File: src/rtl/sd_wave_writer_pkg.sv
// Shared audio parameters and the writer state encoding for the SD-to-BRAM sample loader.
package sd_wave_writer_pkg;

    localparam int DEF_SAMPLE_WIDTH     = 16;
    localparam int DEF_LINE_WIDTH       = 512;
    localparam int DEF_SECTOR_BYTES     = 512;
    localparam int DEF_SAMPLES_PER_LINE = DEF_LINE_WIDTH / DEF_SAMPLE_WIDTH;
    localparam int DEF_BYTES_PER_LINE   = DEF_LINE_WIDTH / 8;

    typedef enum logic [2:0] {
        ST_IDLE,
        ST_WAIT_READY,
        ST_ISSUE,
        ST_RECEIVE,
        ST_DONE
    } wr_state_t;

endpackage

File: src/rtl/sd_wave_writer_sync_2ff.sv
// Two-flop synchronizer for slow status levels crossing into the system clock.
module sync_2ff #(
    parameter int WIDTH = 1
) (
    input  logic             clk_in,
    input  logic             rst_in,
    input  logic [WIDTH-1:0] d_in,
    output logic [WIDTH-1:0] q_out
);

    logic [WIDTH-1:0] meta;

    // Two register stages; the first may go metastable, the second is used.
    always_ff @(posedge clk_in or posedge rst_in) begin
        if (rst_in) begin
            meta  <= '0;
            q_out <= '0;
        end else begin
            meta  <= d_in;
            q_out <= meta;
        end
    end

endmodule

File: src/rtl/sd_wave_writer.sv
// Loads wave samples from the SD card into the line-wide sample BRAM:
// issues sector reads, packs bytes big-endian into lines and writes them on port A.
module sd_wave_writer
    import sd_wave_writer_pkg::*;
#(
    parameter int SAMPLE_WIDTH = DEF_SAMPLE_WIDTH,
    parameter int LINE_WIDTH   = DEF_LINE_WIDTH,
    parameter int BRAM_DEPTH   = 4096,
    parameter int WW_WIDTH     = 18,
    parameter int SECTOR_BYTES = DEF_SECTOR_BYTES
) (
    input  logic                          clk_in,
    input  logic                          rst_in,
    input  logic                          start_in,
    input  logic [WW_WIDTH-1:0]           wave_width_in,
    input  logic [31:0]                   sd_base_addr_in,
    input  logic                          sd_ready_in,
    input  logic                          sd_byte_available_in,
    input  logic [7:0]                    sd_dout_in,
    output logic                          sd_rd_out,
    output logic [31:0]                   sd_addr_out,
    output logic [$clog2(BRAM_DEPTH)-1:0] bram_addr_out,
    output logic [LINE_WIDTH-1:0]         bram_data_out,
    output logic                          bram_we_out,
    output logic                          busy_out,
    output logic                          done_out
);

    localparam int ADDR_W = $clog2(BRAM_DEPTH);
    localparam int BPL    = LINE_WIDTH / 8;
    localparam int LB_W   = $clog2(BPL);
    localparam int SB_W   = $clog2(SECTOR_BYTES);
    localparam logic [31:0] MAX_BYTES = 32'(BRAM_DEPTH * BPL);

    // Useful byte count of a load: whole samples requested, capped at a full BRAM.
    // Tracking bytes (not lines) lets the tail of a partial last line stay zero.
    function automatic logic [31:0] load_bytes(input logic [WW_WIDTH-1:0] ww);
        logic [31:0] b;
        b = 32'(ww) * 32'(SAMPLE_WIDTH / 8);
        return (b > MAX_BYTES) ? MAX_BYTES : b;
    endfunction

    wr_state_t             state, state_nxt;
    logic [1:0]            status_sync;
    logic                  ready_sync, avail_sync, avail_prev;
    logic                  byte_capture, sector_end, line_complete;
    logic                  pending, load_go;
    logic [WW_WIDTH-1:0]   pending_ww;
    logic [31:0]           go_bytes, bytes_left, bytes_left_nxt;
    logic [SB_W-1:0]       sector_byte;
    logic [LB_W-1:0]       line_byte;
    logic [ADDR_W-1:0]     line_idx;
    logic [LINE_WIDTH-1:0] line_reg, line_nxt;

    sync_2ff #(.WIDTH(2)) u_sync (
        .clk_in (clk_in),
        .rst_in (rst_in),
        .d_in   ({sd_ready_in, sd_byte_available_in}),
        .q_out  (status_sync)
    );

    assign ready_sync   = status_sync[1];
    assign avail_sync   = status_sync[0];
    assign byte_capture = (state == ST_RECEIVE) && avail_sync && !avail_prev;
    assign sector_end   = byte_capture && (sector_byte == SB_W'(SECTOR_BYTES - 1));
    // A load starts from IDLE on request, or straight out of DONE when one is queued.
    assign load_go      = ((state == ST_IDLE) && start_in) ||
                          ((state == ST_DONE) && (pending || start_in));
    assign go_bytes     = load_bytes(((state == ST_DONE) && pending) ? pending_ww : wave_width_in);
    assign bytes_left_nxt = (byte_capture && (bytes_left != 32'd0)) ? bytes_left - 32'd1 : bytes_left;
    assign line_complete  = byte_capture && (bytes_left != 32'd0) &&
                            ((line_byte == LB_W'(BPL - 1)) || (bytes_left == 32'd1));

    // Drop the incoming byte into its big-endian slot of the line being built.
    always_comb begin
        line_nxt = line_reg;
        line_nxt[LINE_WIDTH - 1 - 8 * int'(line_byte) -: 8] = sd_dout_in;
    end

    // State register.
    always_ff @(posedge clk_in or posedge rst_in) begin
        if (rst_in) state <= ST_IDLE;
        else        state <= state_nxt;
    end

    // Next-state logic; a sector is always drained before leaving RECEIVE.
    always_comb begin
        state_nxt = state;
        case (state)
            ST_IDLE:       if (load_go) state_nxt = (go_bytes == 32'd0) ? ST_DONE : ST_WAIT_READY;
            ST_WAIT_READY: if (ready_sync) state_nxt = ST_ISSUE;
            ST_ISSUE:      if (!ready_sync) state_nxt = ST_RECEIVE;
            ST_RECEIVE:    if (sector_end) state_nxt = (bytes_left_nxt != 32'd0) ? ST_WAIT_READY : ST_DONE;
            ST_DONE:       state_nxt = load_go ? ((go_bytes == 32'd0) ? ST_DONE : ST_WAIT_READY) : ST_IDLE;
            default:       state_nxt = ST_IDLE;
        endcase
    end

    // State-decoded outputs.
    always_comb begin
        sd_rd_out = (state == ST_ISSUE);
        busy_out  = (state != ST_IDLE);
        done_out  = (state == ST_DONE);
    end

    // One-deep request queue; the wave width is frozen when the request is queued.
    always_ff @(posedge clk_in or posedge rst_in) begin
        if (rst_in) begin
            pending    <= 1'b0;
            pending_ww <= '0;
        end else if (load_go) begin
            pending <= (state == ST_DONE) && pending && start_in;
            if ((state == ST_DONE) && pending && start_in) pending_ww <= wave_width_in;
        end else if (start_in && (state != ST_IDLE) && !pending) begin
            pending    <= 1'b1;
            pending_ww <= wave_width_in;
        end
    end

    // Byte counting, line packing, BRAM writes and sector address stepping.
    always_ff @(posedge clk_in or posedge rst_in) begin
        if (rst_in) begin
            avail_prev    <= 1'b0;
            bytes_left    <= '0;
            sector_byte   <= '0;
            line_byte     <= '0;
            line_idx      <= '0;
            line_reg      <= '0;
            sd_addr_out   <= '0;
            bram_we_out   <= 1'b0;
            bram_addr_out <= '0;
            bram_data_out <= '0;
        end else begin
            avail_prev  <= avail_sync;
            bram_we_out <= 1'b0;
            if (load_go) begin
                bytes_left  <= go_bytes;
                sector_byte <= '0;
                line_byte   <= '0;
                line_idx    <= '0;
                line_reg    <= '0;
                sd_addr_out <= sd_base_addr_in;
            end
            if (byte_capture) begin
                bytes_left  <= bytes_left_nxt;
                sector_byte <= sector_end ? '0 : sector_byte + 1'b1;
                if (bytes_left != 32'd0) begin
                    if (line_complete) begin
                        bram_we_out   <= 1'b1;
                        bram_addr_out <= line_idx;
                        bram_data_out <= line_nxt;
                        line_reg      <= '0;
                        line_byte     <= '0;
                        line_idx      <= line_idx + 1'b1;
                    end else begin
                        line_reg  <= line_nxt;
                        line_byte <= line_byte + 1'b1;
                    end
                end
                if (sector_end && (bytes_left_nxt != 32'd0)) sd_addr_out <= sd_addr_out + 32'(SECTOR_BYTES);
            end
        end
    end

endmodule

File: config.mk
export PLATFORM = sky130hd
export DESIGN_NAME = sd_wave_writer
export DESIGN_NICKNAME = d
export VERILOG_FILES = /design/src/rtl/sd_wave_writer_pkg.sv /design/src/rtl/sd_wave_writer_sync_2ff.sv /design/src/rtl/sd_wave_writer.sv
export SDC_FILE = /design/constraint.sdc
export NUM_CORES = 2
export LEC_CHECK = 0
export ABC_AREA = 1
export CORE_ASPECT_RATIO = 0.5
export CORE_MARGIN = 2
export CORE_UTILIZATION = 50
export DETAILED_ROUTE_END_ITERATION = 10
export PLACE_DENSITY = 0.73
export SKIP_CTS_REPAIR_TIMING = 1
export SLEW_MARGIN = 20
export SYNTH_ARGS = -nofsm -noshare
export SYNTH_HDL_FRONTEND = slang
export SYNTH_SLANG_ARGS = --single-unit
File: constraint.sdc
create_clock -name clk_in -period 85.7 [get_ports clk_in]
set_input_delay 8.57 -clock clk_in [delete_from_list [all_inputs] [get_ports clk_in]]
set_output_delay 8.57 -clock clk_in [all_outputs]
set_load 0.01 [all_outputs]
======== After elaboration in Yosys (flattened, before gate mapping) ========
Index checks and enable logic that the tools add are counted.
cells by class
  add/subtract/negate cells ............... 7
  $mul .................................... 0
  div/mod/pow operators ................... 0
  magnitude comparators ................... 1
  equal/unequal tests ..................... 12
  shift operators ......................... 2
  mux-type cells .......................... 40
  bitwise logic cells ..................... 0
  reductions and logical operators ........ 27
operators with widths
  cell                                                                       count
  512-bit 2-to-1 mux                                                         4
  8-bit by 33-bit variable shift with 519-bit output (first input constant)  1
  8-bit by 33-bit variable part select with 519-bit output                   1
  512-bit bitwise mux                                                        1
  32-bit 2-to-1 mux                                                          6
  18-bit 2-to-1 mux                                                          4
  32-bit nonzero test                                                        2
  12-bit 2-to-1 mux                                                          4
  10-bit negation with 33-bit output                                         1
  32-bit by 10-bit adder with 32-bit output (second input constant)          1
  32-bit by 1-bit == test with 1-bit output (second input constant)          1
  32-bit logical NOT                                                         1
  32-bit by 1-bit subtractor with 32-bit output (second input constant)      1
  9-bit 2-to-1 mux                                                           3
  6-bit 2-to-1 mux                                                           4
  3-bit 2-to-1 mux                                                           7
  19-bit > comparator (second input constant)                                1
  19-bit 2-to-1 mux                                                          1
  3-bit case mux with 5 select lines                                         1
  12-bit by 1-bit adder with 12-bit output (second input constant)           1
  1-bit logical AND                                                          12
  9-bit by 9-bit subtractor with 10-bit output (first input constant)        1
  9-bit by 1-bit adder with 9-bit output (second input constant)             1
  9-bit == test (second input constant)                                      1
  other kinds (16)                                                           28
storage, ports and cells
  bits in registers ....................... 1,155
  latch bits .............................. 0
  memory bits (writable) .................. 0
  ROM bits ................................ 0
  input port bits ......................... 63
  output and inout port bits .............. 560
  word-level logic and storage cells ...... 104
  memories ................................ 0

======== Logic depth before layout (Yosys ltp) ========
  depth after elaboration ................. 9
  gate-level depth with buffers ........... 21
  mapped depth without buffers ............ 20

======== Cells and area by module ========
A second synthesis with hierarchy kept.
second synthesis, totals
  cell total of the unflattened synthesis .. 6,991
  area, all modules ....................... 54,202.0 sq um
by module, submodules not included
  module          instances  cells each  area each (sq um)
  sd_wave_writer  1          6,986       54,098.1
  sync_2ff        1          5           103.8

======== Least setup slack after synthesis ========
Ideal clock, no wire load.
  kind .................................... input to register
  start ................................... input port start_in
  end ..................................... register line_reg[388]
  setup time .............................. 0.133 ns
  arrival ................................. 9.690 ns
  required time ........................... 85.567 ns
  setup slack ............................. 75.878 ns
  cell stages on the path ................. 7
  cell sequence ........................... nand2_1 nand2_1 nor2_4 inv_2 clkbuf_1 clkbuf_1 o22ai_1
between the ends
  cells in the longest elaborated chain, start to end .. 6
ends and longest elaborated chain
  what                    line                   RTL
  start: declaration      sd_wave_writer.sv:14   input logic start_in,
  1-bit logical OR        sd_wave_writer.sv:68   ((state == ST_DONE) && (pending || start_in));
  1-bit logical AND       sd_wave_writer.sv:68
  1-bit logical OR *      sd_wave_writer.sv:67   assign load_go = ((state == ST_IDLE) && start_in) ||
  512-bit 2-to-1 mux *    sd_wave_writer.sv:136  if (load_go) begin
  512-bit 2-to-1 mux      sd_wave_writer.sv:147  if (bytes_left != 32'd0) begin
  512-bit 2-to-1 mux *    sd_wave_writer.sv:144  if (byte_capture) begin
  end signal: assignment  sd_wave_writer.sv:156  line_reg <= line_nxt;
  end: declaration        sd_wave_writer.sv:53   logic [LINE_WIDTH-1:0] line_reg, line_nxt;
Mark *: on every way between the ends. The rest lies on a longest branch, timed or not.
A chain may end at the register's enable or synchronous reset.

==> metrics.csv <==
stage;metric;value;unit
status;status;finished clean;
placement;Post-DP HPWL;111000;µm
power_and_ir_drop;Worst IR Drop VDD;0.02234;mV
timing;period utilization;16.24;%
global_routing;initial antenna violation count;5;
floorplan;row cnt;82;
timing;final worst setup slack;71.78;ns
timing;Worst Tran Pin Value;1.215;ns
cts;clock slew at reported path FFs;0.07;ns
critical_path;Worst path max stage delay;0.86;ns
critical_path;crit path max-delay cell type;buf_4;
timing;Hold Violations, Final;0;
cts;root buf cell;clkbuf_16;
critical_path;Crit. End Element;async pin;
critical_path;CP startpoint kind;primary input;
critical_path;Most common cell on crit path;buf_4;
global_routing;Overflow after GRT;0;
synthesis;top_reg_cell synth;dfrtp_1;
global_routing;number of global-route vias before repair;43030;
synthesis;Yosys warnings;0;
placement;port buffer count;622;
synthesis;Yosys top cell area share;56.41;%
cts;# clock sinks;1155;
power_and_ir_drop;pwr dens;26.34;nW/µm²
layout;fin cells;8068;
critical_path;CP arrival;14.70;ns
layout;P&R area growth vs syn;19.96;%
timing;unrepaired setup endpoints after global routing;no;
layout;Nets;6716;
timing;minimum clock period;13.92;ns
synthesis;EDFF count, synth;0;
global_routing;largest net degree at the start of global routing;233;
min_path;hold crit path type;register to register;
floorplan;CORE AREA;100900;µm²
cts;cts bufs inserted;100;
cts;H-tree depth;3;
synthesis;post-synthesis sequential area ratio;56.41;%
routing;routed vias/inst;5.529;
routing;WL/cell;19.94;µm
floorplan;width of the die;456.7;µm
floorplan;starting density of the core;50.81;%
cts;TritonCTS clock tree;yes;
timing;slew margin rel.;18.37;%
routing;initial drt markers;5020;
cts;clk buf depth;3;
placement;placed insts;7881;
layout;Finished Cell Area;61470;µm²
timing;setup TNS;0;ns
synthesis;synthesis-stage register bit count;1155;
placement;dpl ws;70.59;ns
timing;Max Fclk;71.84;MHz
synthesis;Avg Cell Area, Syn;8.222;µm²
timing;Setup violations, final;0;
routing;via count;44610;
synthesis;cell taking the most area after synthesis;dfrtp_1;
critical_path;CP Data Required Time;86.48;ns
synthesis;FFs w/ async S/R, synth;100.0;%
synthesis;post-synthesis cell count;6232;
job;max-cap violation count;0;
floorplan;I/O Pins;623;
critical_path;crit-path max FO;176;
critical_path;critical path cell sequence;clkdlybuf4s50_1, inv_8, buf_12, buf_4, buf_4, buf_4, buf_4, buf_12, buf_4;
routing;Post-Route WL;160900;µm
routing;TritonRoute pass-1 iters;7;
power_and_ir_drop;leakage power;0.02797;µW
synthesis;Post-Syn Area;51240;µm²
synthesis;synth top area cells;dfrtp_1 (56%), nand2_1 (12%), o21ai_0 (11%), inv_1 (5.0%), nor2_1 (3.4%);
synthesis;Synth cell types;48;
placement;GP Congestion;0.9261;
synthesis;Syn Nets;6307;
layout;sequential cell area;28910;µm²
critical_path;kind of critical path;primary input to async pin;
floorplan;die height;230.4;µm
routing;DRC errors left;0;
placement;dpl cell area;58010;µm²
global_routing;overall routing resource usage;30.07;%
layout;# fillers;8587;
routing;Routed Antenna Nets;0;
timing;max-slew violation count;0;
layout;share of cells above drive strength 1;3.838;%
timing;final setup skew;0.02644;ns
layout;post-layout util;60.95;%
layout;area occupied by multi-input gates;18280;µm²
floorplan;full die area;105200;µm²
cts;latest clock arrival within the worst-skew pair;0.72;ns
global_routing;first-pass GRT wire length;247400;µm
-- worst max-delay path: cells and delay by family --
| kind | cells | cell delay [ns] |
|---|---|---|
| buffers and inverters | 9 | 5.76 |
-- where the power goes --
group          total, µW  switching, µW  internal [µW]  leakage, µW
logic                451            311            140       0.0131
registers            695           65.0            630       0.0132
clock network        474            212            262      0.00164
-- cells by family after synthesis --
| family | synth area share [%] |
|---|---|
| adders and majority gates | 0.2930 |
| DFF | 56.41 |
| and+or+nand+nor | 17.93 |
| buffers and inverters | 8.000 |
| AOI/OAI and AO/OA | 16.70 |
| xor gates and xnor gates | 0.6495 |
| muxes | 0.01954 |
-- layout by cell type (no fill, tap or decap), types with 5 or more instances in the layout --
cell / count
xor2_1: 35
nand2_2: 7
o21ai_1: 8
ha_1: 12
clkdlybuf4s50_1: 622
nor2_1: 458
nor2_2: 12
clkbuf_16: 103
a21oi_1: 215
nand4_1: 23
o21ai_2: 5
dfrtp_1: 1153
o21bai_1: 9
nand3_1: 82
clkbuf_1: 13
clkinv_2: 22
clkbuf_8: 20
nand2_1: 1666
bufinv_16: 8
nor3_1: 78
o21ai_0: 1170
clkinvlp_4: 14
o22ai_1: 211
inv_1: 679
buf_4: 37
-- through the flow --
step                hold WS (ns)  total power (µW)
CTS                       0.3649              1614
global route              0.3686              1708
floorplan                 0.3312             975.3
detailed placement        0.3502              1141
global placement          0.3431              1124
finish                    0.3551              1619
-- cells in the mapped netlist, types with 2 or more instances --
| cell type | instances |
|---|---|
| buf_2 | 96 |
| a31oi_1 | 2 |
| a22oi_1 | 4 |
| o21ai_1 | 8 |
| dfrtp_1 | 1155 |
| nand2_2 | 6 |
| nand2_4 | 3 |
| o21bai_1 | 9 |
| o22ai_1 | 211 |
| nor2_1 | 464 |
| buf_6 | 8 |
| nor2_2 | 7 |
| xnor2_1 | 3 |
| o21ai_0 | 1170 |
| nand3b_1 | 3 |
| buf_1 | 20 |
| nand4_1 | 23 |
| nor2_4 | 3 |
| nor4_1 | 3 |
| ha_1 | 12 |
| nand2_1 | 1668 |
| xor2_1 | 35 |
| clkinv_1 | 4 |
| nor3_1 | 79 |
| inv_2 | 2 |
| a21oi_1 | 215 |
| nand3_1 | 82 |
| inv_1 | 680 |
| clkbuf_1 | 234 |
| o21ai_2 | 5 |
-- path summary, 6_finish.rpt --
| path | startpoint | cells past startpoint | slack, ns | end |
|---|---|---|---|---|
| min in group asynchronous | rst_in | 2 | 8.42 | bram_data_out[73] |
| setup / recovery | rst_in | 9 | 71.78 | line_reg[373] |
| setup reg to reg | line_byte[2] | 10 | 79.49 | line_reg[54] |
| max in group clk_in | start_in | 9 | 74.09 | line_reg[189] |
| hold reg to reg | u_sync.meta[1] | 0 | 0.36 | u_sync.q_out[1] |
| hold / removal | u_sync.meta[1] | 0 | 0.36 | u_sync.q_out[1] |
-- area by class of cell --
type / instances / share of cell area [%]
flip-flops and latches: 1155 / 47.02
multi-input cells: 4033 / 29.74
repair buffers: 665 / 10.77
clock buffers: 136 / 4.720
inverters: 686 / 4.209
well taps: 1344 / 2.736
clock inverters: 47 / 0.7837
diodes: 2 / 0.008142
-- layer usage --
| layer | up-vias | global-route usage, % | routed length (µm) |
|---|---|---|---|
| met4 | 0 | 14.89 | 8776 |
| met3 | 376 | 6.343 | 12230 |
| met5 | - | 0 | 0 |
| li1 | 20810 | - | - |
| met2 | 1793 | 47.74 | 75170 |
| met1 | 21630 | 39.47 | 64680 |
No activity file was read; power rests on OpenSTA's default activity.
